===== src/rtl/regfile_writeback_if.sv =====
// Upstream-facing and register-file-facing signals of regfile_writeback.
// Forwarding lookup signals exist only when WB_BYPASS_EN is defined.
interface regfile_writeback_if;
   logic        alu_valid;
   logic [4:0]  alu_dest;
   logic [31:0] alu_result;
   logic        mem_valid;
   logic [4:0]  mem_dest;
   logic [31:0] mem_data;
   logic [1:0]  mem_size;
   logic        mem_signed;
   logic [1:0]  mem_offset;
   logic        in_ready;
   logic [4:0]  rd_index;
   logic [31:0] rd_data;
   logic        write_enable;
   logic        wb_busy;
   logic        overflow;
   logic        misaligned;
`ifdef WB_BYPASS_EN
   logic [4:0]  fwd_rs_index;
   logic [4:0]  fwd_rt_index;
   logic        fwd_rs_hit;
   logic [31:0] fwd_rs_data;
   logic        fwd_rt_hit;
   logic [31:0] fwd_rt_data;

   modport master (
      output alu_valid, alu_dest, alu_result,
      output mem_valid, mem_dest, mem_data, mem_size, mem_signed, mem_offset,
      output fwd_rs_index, fwd_rt_index,
      input  in_ready, rd_index, rd_data, write_enable, wb_busy, overflow, misaligned,
      input  fwd_rs_hit, fwd_rs_data, fwd_rt_hit, fwd_rt_data
   );
   modport slave (
      input  alu_valid, alu_dest, alu_result,
      input  mem_valid, mem_dest, mem_data, mem_size, mem_signed, mem_offset,
      input  fwd_rs_index, fwd_rt_index,
      output in_ready, rd_index, rd_data, write_enable, wb_busy, overflow, misaligned,
      output fwd_rs_hit, fwd_rs_data, fwd_rt_hit, fwd_rt_data
   );
`else
   modport master (
      output alu_valid, alu_dest, alu_result,
      output mem_valid, mem_dest, mem_data, mem_size, mem_signed, mem_offset,
      input  in_ready, rd_index, rd_data, write_enable, wb_busy, overflow, misaligned
   );
   modport slave (
      input  alu_valid, alu_dest, alu_result,
      input  mem_valid, mem_dest, mem_data, mem_size, mem_signed, mem_offset,
      output in_ready, rd_index, rd_data, write_enable, wb_busy, overflow, misaligned
   );
`endif
endinterface


===== src/rtl/regfile_writeback.sv =====
// Serialises ALU and load results onto the register file's single write port.
// Define WB_BYPASS_EN to add the combinational forwarding lookup over pending writes.
module regfile_writeback #(
   parameter int DEPTH = 4
) (
   input  logic clk,
   input  logic reset,
   regfile_writeback_if.slave bus
);
   localparam int AW = $clog2(DEPTH);

   typedef struct packed {
      logic [4:0]  idx;
      logic [31:0] data;
   } entry_t;

   entry_t        w_slot [DEPTH];
   logic [AW-1:0] r_head;
   logic [AW-1:0] r_tail;
   logic [AW:0]   r_count;
   logic [4:0]    r_rd_index;
   logic [31:0]   r_rd_data;
   logic          r_we;
   logic          r_overflow;
   logic          r_misaligned;

   logic          w_in_ready;
   logic          w_alu_push;
   logic          w_mem_take;
   logic          w_mem_push;
   logic          w_pop;
   logic [AW-1:0] w_mem_slot;
   logic [7:0]    w_byte;
   logic [15:0]   w_half;
   logic [31:0]   w_load;
   logic          w_load_err;

   // No credit is taken for the same-cycle pop, so two pushes always fit.
   assign w_in_ready = (r_count <= (AW+1)'(DEPTH - 2));
   assign w_pop      = (r_count != '0);

   // Big-endian lanes: offset 0 is the most significant byte.
   always_comb begin
      w_byte     = 8'h00;
      w_half     = bus.mem_offset[1] ? bus.mem_data[15:0] : bus.mem_data[31:16];
      w_load     = bus.mem_data;
      w_load_err = 1'b0;
      case (bus.mem_offset)
         2'd0:    w_byte = bus.mem_data[31:24];
         2'd1:    w_byte = bus.mem_data[23:16];
         2'd2:    w_byte = bus.mem_data[15:8];
         default: w_byte = bus.mem_data[7:0];
      endcase
      case (bus.mem_size)
         2'd0: w_load = bus.mem_signed ? {{24{w_byte[7]}}, w_byte} : {24'h0, w_byte};
         2'd1: begin
            w_load     = bus.mem_signed ? {{16{w_half[15]}}, w_half} : {16'h0, w_half};
            w_load_err = bus.mem_offset[0];
         end
         2'd2: w_load_err = (bus.mem_offset != 2'd0);
         default: w_load_err = 1'b1;
      endcase
   end

   assign w_alu_push = bus.alu_valid & w_in_ready & (bus.alu_dest != 5'd0);
   assign w_mem_take = bus.mem_valid & w_in_ready;
   assign w_mem_push = w_mem_take & (bus.mem_dest != 5'd0) & ~w_load_err;
   assign w_mem_slot = r_tail + AW'(w_alu_push);

   generate
      for (genvar gi = 0; gi < DEPTH; gi++) begin : g_slot
         entry_t r_ent;
         always_ff @(posedge clk) begin
            if (w_alu_push && r_tail == AW'(gi)) begin
               r_ent <= '{idx: bus.alu_dest, data: bus.alu_result};
            end else if (w_mem_push && w_mem_slot == AW'(gi)) begin
               r_ent <= '{idx: bus.mem_dest, data: w_load};
            end
         end
         assign w_slot[gi] = r_ent;
      end
   endgenerate

   always_ff @(posedge clk) begin
      if (reset) begin
         r_head       <= '0;
         r_tail       <= '0;
         r_count      <= '0;
         r_rd_index   <= 5'd0;
         r_rd_data    <= 32'h0;
         r_we         <= 1'b0;
         r_overflow   <= 1'b0;
         r_misaligned <= 1'b0;
      end else begin
         r_tail  <= r_tail + AW'(w_alu_push) + AW'(w_mem_push);
         r_head  <= r_head + AW'(w_pop);
         r_count <= r_count + (AW+1)'(w_alu_push) + (AW+1)'(w_mem_push) - (AW+1)'(w_pop);
         r_we    <= w_pop;
         if (w_pop) begin
            r_rd_index <= w_slot[r_head].idx;
            r_rd_data  <= w_slot[r_head].data;
         end
         if ((bus.alu_valid | bus.mem_valid) & ~w_in_ready) r_overflow <= 1'b1;
         if (w_mem_take & w_load_err) r_misaligned <= 1'b1;
      end
   end

   assign bus.in_ready     = w_in_ready;
   assign bus.rd_index     = r_rd_index;
   assign bus.rd_data      = r_rd_data;
   assign bus.write_enable = r_we;
   assign bus.wb_busy      = (r_count != '0) | r_we;
   assign bus.overflow     = r_overflow;
   assign bus.misaligned   = r_misaligned;

`ifdef WB_BYPASS_EN
   logic [AW-1:0] w_scan;

   // Scan oldest to youngest so the last match wins; the output register is oldest.
   always_comb begin
      bus.fwd_rs_hit  = 1'b0;
      bus.fwd_rs_data = 32'h0;
      bus.fwd_rt_hit  = 1'b0;
      bus.fwd_rt_data = 32'h0;
      w_scan          = '0;
      if (r_we && r_rd_index == bus.fwd_rs_index) begin
         bus.fwd_rs_hit  = 1'b1;
         bus.fwd_rs_data = r_rd_data;
      end
      if (r_we && r_rd_index == bus.fwd_rt_index) begin
         bus.fwd_rt_hit  = 1'b1;
         bus.fwd_rt_data = r_rd_data;
      end
      for (int k = 0; k < DEPTH; k++) begin
         w_scan = r_head + AW'(k);
         if ((AW+1)'(k) < r_count) begin
            if (w_slot[w_scan].idx == bus.fwd_rs_index) begin
               bus.fwd_rs_hit  = 1'b1;
               bus.fwd_rs_data = w_slot[w_scan].data;
            end
            if (w_slot[w_scan].idx == bus.fwd_rt_index) begin
               bus.fwd_rt_hit  = 1'b1;
               bus.fwd_rt_data = w_slot[w_scan].data;
            end
         end
      end
      if (bus.fwd_rs_index == 5'd0) begin
         bus.fwd_rs_hit  = 1'b0;
         bus.fwd_rs_data = 32'h0;
      end
      if (bus.fwd_rt_index == 5'd0) begin
         bus.fwd_rt_hit  = 1'b0;
         bus.fwd_rt_data = 32'h0;
      end
   end
`endif
endmodule

===== src/flat_wrapper.sv =====
// flat-port wrapper written by rule: the top's interface ports become plain ports
module regfile_writeback_flat 
#(
   parameter int DEPTH = 4
)
  (clk, reset, bus_alu_valid, bus_alu_dest, bus_alu_result, bus_mem_valid, bus_mem_dest, bus_mem_data, bus_mem_size, bus_mem_signed, bus_mem_offset, bus_in_ready, bus_rd_index, bus_rd_data, bus_write_enable, bus_wb_busy, bus_overflow, bus_misaligned);
  regfile_writeback_if bus_i ();
  input  logic clk;
  input  logic reset;
  input wire logic [$bits(bus_i.alu_valid)-1:0] bus_alu_valid;
  input wire logic [$bits(bus_i.alu_dest)-1:0] bus_alu_dest;
  input wire logic [$bits(bus_i.alu_result)-1:0] bus_alu_result;
  input wire logic [$bits(bus_i.mem_valid)-1:0] bus_mem_valid;
  input wire logic [$bits(bus_i.mem_dest)-1:0] bus_mem_dest;
  input wire logic [$bits(bus_i.mem_data)-1:0] bus_mem_data;
  input wire logic [$bits(bus_i.mem_size)-1:0] bus_mem_size;
  input wire logic [$bits(bus_i.mem_signed)-1:0] bus_mem_signed;
  input wire logic [$bits(bus_i.mem_offset)-1:0] bus_mem_offset;
  output wire logic [$bits(bus_i.in_ready)-1:0] bus_in_ready;
  output wire logic [$bits(bus_i.rd_index)-1:0] bus_rd_index;
  output wire logic [$bits(bus_i.rd_data)-1:0] bus_rd_data;
  output wire logic [$bits(bus_i.write_enable)-1:0] bus_write_enable;
  output wire logic [$bits(bus_i.wb_busy)-1:0] bus_wb_busy;
  output wire logic [$bits(bus_i.overflow)-1:0] bus_overflow;
  output wire logic [$bits(bus_i.misaligned)-1:0] bus_misaligned;
  assign bus_i.alu_valid = bus_alu_valid;
  assign bus_i.alu_dest = bus_alu_dest;
  assign bus_i.alu_result = bus_alu_result;
  assign bus_i.mem_valid = bus_mem_valid;
  assign bus_i.mem_dest = bus_mem_dest;
  assign bus_i.mem_data = bus_mem_data;
  assign bus_i.mem_size = bus_mem_size;
  assign bus_i.mem_signed = bus_mem_signed;
  assign bus_i.mem_offset = bus_mem_offset;
  assign bus_in_ready = bus_i.in_ready;
  assign bus_rd_index = bus_i.rd_index;
  assign bus_rd_data = bus_i.rd_data;
  assign bus_write_enable = bus_i.write_enable;
  assign bus_wb_busy = bus_i.wb_busy;
  assign bus_overflow = bus_i.overflow;
  assign bus_misaligned = bus_i.misaligned;
  regfile_writeback #(.DEPTH(DEPTH)) u_core (.clk(clk), .reset(reset), .bus(bus_i));
endmodule

===== config.mk =====
export PLATFORM = sky130hd
export DESIGN_NAME = regfile_writeback_flat
export DESIGN_NICKNAME = d
export VERILOG_FILES = /design/src/rtl/regfile_writeback_if.sv /design/src/rtl/regfile_writeback.sv /design/src/flat_wrapper.sv
export SDC_FILE = /design/constraint.sdc
export NUM_CORES = 1
export LEC_CHECK = 0
export BUFFER_PORTS_ARGS = -buffer_cell sky130_fd_sc_hd__clkbuf_2
export CAP_MARGIN = 20
export CORE_ASPECT_RATIO = 0.7
export CORE_MARGIN = 2
export CORE_UTILIZATION = 61
export CTS_CLUSTER_SIZE = 25
export DETAILED_ROUTE_END_ITERATION = 12
export HOLD_SLACK_MARGIN = 0.03
export PLACE_DENSITY_LB_ADDON = 0.12
export SLEW_MARGIN = 20
export SYNTH_ARGS = -nofsm -noshare
export SYNTH_HDL_FRONTEND = slang
export SYNTH_SLANG_ARGS = --single-unit
export TNS_END_PERCENT = 20

===== constraint.sdc =====
create_clock -name clk -period 6.6 [get_ports clk]
set_clock_uncertainty 0.2 [all_clocks]
set_input_delay 0.66 -clock clk [delete_from_list [all_inputs] [get_ports clk]]
set_output_delay 0.66 -clock clk [all_outputs]
set_load 0.01 [all_outputs]

==> out/metrics.yaml <==
status:
  outcome: "finished clean"
global_routing:
  grt_max_degree: 48
  grt_pass1_vias: 6371
  grt_remaining_overflow: 0
  grt_antenna_before_repair: 0
  grt_pass1_wl_mm: 35.98
  grt_usage_pct: 28.76
clocking:
  cts_resized: 0
  path_clk_slew_ns: 0.07
  cts.sinks: 195
  cts_root_buffer: "clkbuf_16"
  htree_levels: 4
  cts_setup_buffers: 0
  cts_tree: "built"
  cts_max_path_buffers: 2
  numCtsBuffers: 17
  clk_latency_ns: 0.44
  cts_hold_buf: 0
floorplan:
  start_util_pct: 62.46
  ioPinCount: 125
  die_area_mm2: 0.01691
  die_h_um: 109.4
  rows: 38
  coreArea_mm2: 0.01550
  die_w_um: 154.6
routing:
  vias: 6213
  via_per_inst: 6.182
  drt_wl_total_mm: 23.19
  top_layer_used: "met4"
  wl_met2_mm: 11.29
  wl_per_cell_um: 23.07
  firstDrtPassIters: 6
  post-route-drc-count: 0
  drtAntennaViolNets: 0
  wl_met3_mm: 1.608
  drt_iter0_drc: 487
  m1WireLength_mm: 9.759
layout:
  drive_gt1_share_pct: 40.87
  final_core_util_pct: 70.82
  area_growth_pct: 13.38
  fill_cells: 1073
  final_cell_count_no_fill: 1005
  design_area_mm2: 0.01098
  antenna_cells: 0
  layout.nets: 882
critical_path:
  critPathMaxFanout: 19
  required_ns: 6.55
  start_kind: "primary input"
  endpoint_kind: "register"
  critPathKind: "in2reg"
  cp.arrival_ns: 3.52
sta:
  tightest_slew_ns: 1.107
  max_freq_mhz: 280.1
  relSlewSlack_pct: 26.19
  rsz0062_at_grt: "false"
  slew_viol_final: 0
  fin_crit_sh_pct: 54.09
  hold_viol_final: 0
  post-route-min-period_ns: 3.570
  finalSetupViolations: 0
  setup-tns-final_ns: 0
logic_synthesis:
  syn_nets: 775
  yosys-top-cells-count: "edfxtp_1 (148), mux2_2 (100), nand2_1 (93)"
  synth_area_leaders: "edfxtp_1 (46%), mux2_2 (12%), dfxtp_1 (9.7%), mux4_2 (8.6%), mux2_1 (5.0%)"
  ys_types: 40
  netlist_instances: 685
  synth.avg_cell_area_um2: 14.13
  synth-main-ff-cell: "edfxtp_1"
  synth_seq_area_share_pct: 55.62
  synthArstFlopShare_pct: 0
  synth_largest_area_cell: "edfxtp_1"
  synth_top_area_share_pct: 45.90
  synth_edf_count: 148
  synth-seq-cells: 195
  netlist_area_mm2: 0.009682
  ys_warn_count: 0
  synthMostInstantiatedCell: "edfxtp_1"
power:
  power.density_mw_per_mm2: 412.9
  ir_drop_uv: 249.3
  leakage_uw: 0.004038
  total_power_uw: 4532
placed_design:
  hpwlAfterDp_mm: 14.72
  gp_congestion: 0.8775
  placed_area_mm2: 0.01040
  io_buffers: 124
  place_inst: 973
job:
  maxCapViolCount: 0
min_path:
  hp-class: "reg2reg"
[logic make-up (layout without fill, tap and decap cells)]
family                     Yosys count  after routing  synth area share [%]
muxes                              195            195                 27.51
DFF                                195            195                 55.62
and+or+nand+nor                    127            127                 5.854
AOI/OAI and AO/OA                  100            100                 6.319
buffers and inverters               57            177                 3.270
adders and majority gates            7              7                 1.060
xor gates and xnor gates             4              4                0.3619
[sequential cells by signal, indices dropped and copies added, names as in the netlist]
register	flops
u_core.r_head	2
u_core.r_count	3
u_core.bus.misaligned	1
u_core.bus.rd_data	32
u_core.bus.rd_index	5
u_core.g_slot.r_ent	148
u_core.bus.write_enable	1
u_core.r_tail	2
u_core.bus.overflow	1
[path summary, 6_finish.rpt]
kind | start | to | slack [ns] | cells past startpoint
max | bus_mem_size[0] | u_core.g_slot[1].r_ent[15]$_DFFE_PP_ | 3.03 | 6
max reg2reg | u_core.r_count[1]$_SDFF_PP0_ | u_core.g_slot[1].r_ent[15]$_DFFE_PP_ | 3.42 | 9
min reg2reg | u_core.bus.rd_data[7]$_SDFFE_PP0N_ | u_core.bus.rd_data[7]$_SDFFE_PP0N_ | 0.25 | 2
min | u_core.bus.rd_data[7]$_SDFFE_PP0N_ | u_core.bus.rd_data[7]$_SDFFE_PP0N_ | 0.25 | 2
[cells in the final DEF, fill, tap and decap left out, types with 4 or more instances in the layout]
master,count
ha_1,5
nand2_1,93
clkbuf_16,17
edfxtp_1,148
nor2b_1,12
o2bb2ai_1,7
dfxtp_1,46
a21oi_1,55
mux2_2,100
mux4_2,37
mux2_1,43
o21ai_0,16
nor2_1,8
buf_4,9
a22oi_1,10
clkbuf_2,124
clkinv_2,4
inv_1,11
mux2_4,14
[power by group]
| group | total, uW | leakage (uW) | internal (uW) | switching [uW] |
|---|---|---|---|---|
| logic | 1660 | 0.00202 | 734 | 923 |
| clock network | 993 | 0.000267 | 531 | 462 |
| registers | 1880 | 0.00175 | 1750 | 134 |
| total | 4530 | 0.00404 | 3010 | 1520 |
[routing by layer]
layer	global-route usage [%]	up-vias
met5	0	-
met4	10.45	0
met3	6.346	46
met2	47.83	276
met1	38.02	3076
li1	-	2815
[worst max-delay path: stages]
cell      delay, ns
clkbuf_2       0.18
nor2_1         0.55
a21oi_1        0.29
nor3b_1        0.86
a31o_2         0.71
buf_16         0.25
[stage by stage]
stage	setup WS, ns	hold slack, ns
2_1_floorplan	3.362	0.2696
3_3_place_gp	2.726	0.2370
3_5_place_dp	2.575	0.2444
4_1_cts	3.015	0.2548
5_1_grt	2.874	0.2671
6_report	3.030	0.2503
[area by class of cell]
cell class                      instances  area (um^2)  share of cell area [%]
Clock buffer                           20        446.7                   4.069
Clock inverter                         12        107.6                  0.9803
Inverter                               11        41.29                  0.3762
Multi-Input combinational cell        433         4029                   36.70
Sequential cell                       195         5386                   49.07
Tap cell                              200        250.2                   2.280
Timing Repair Buffer                  134        715.7                   6.520
Note: power is estimated with default switching activity, not from simulation.
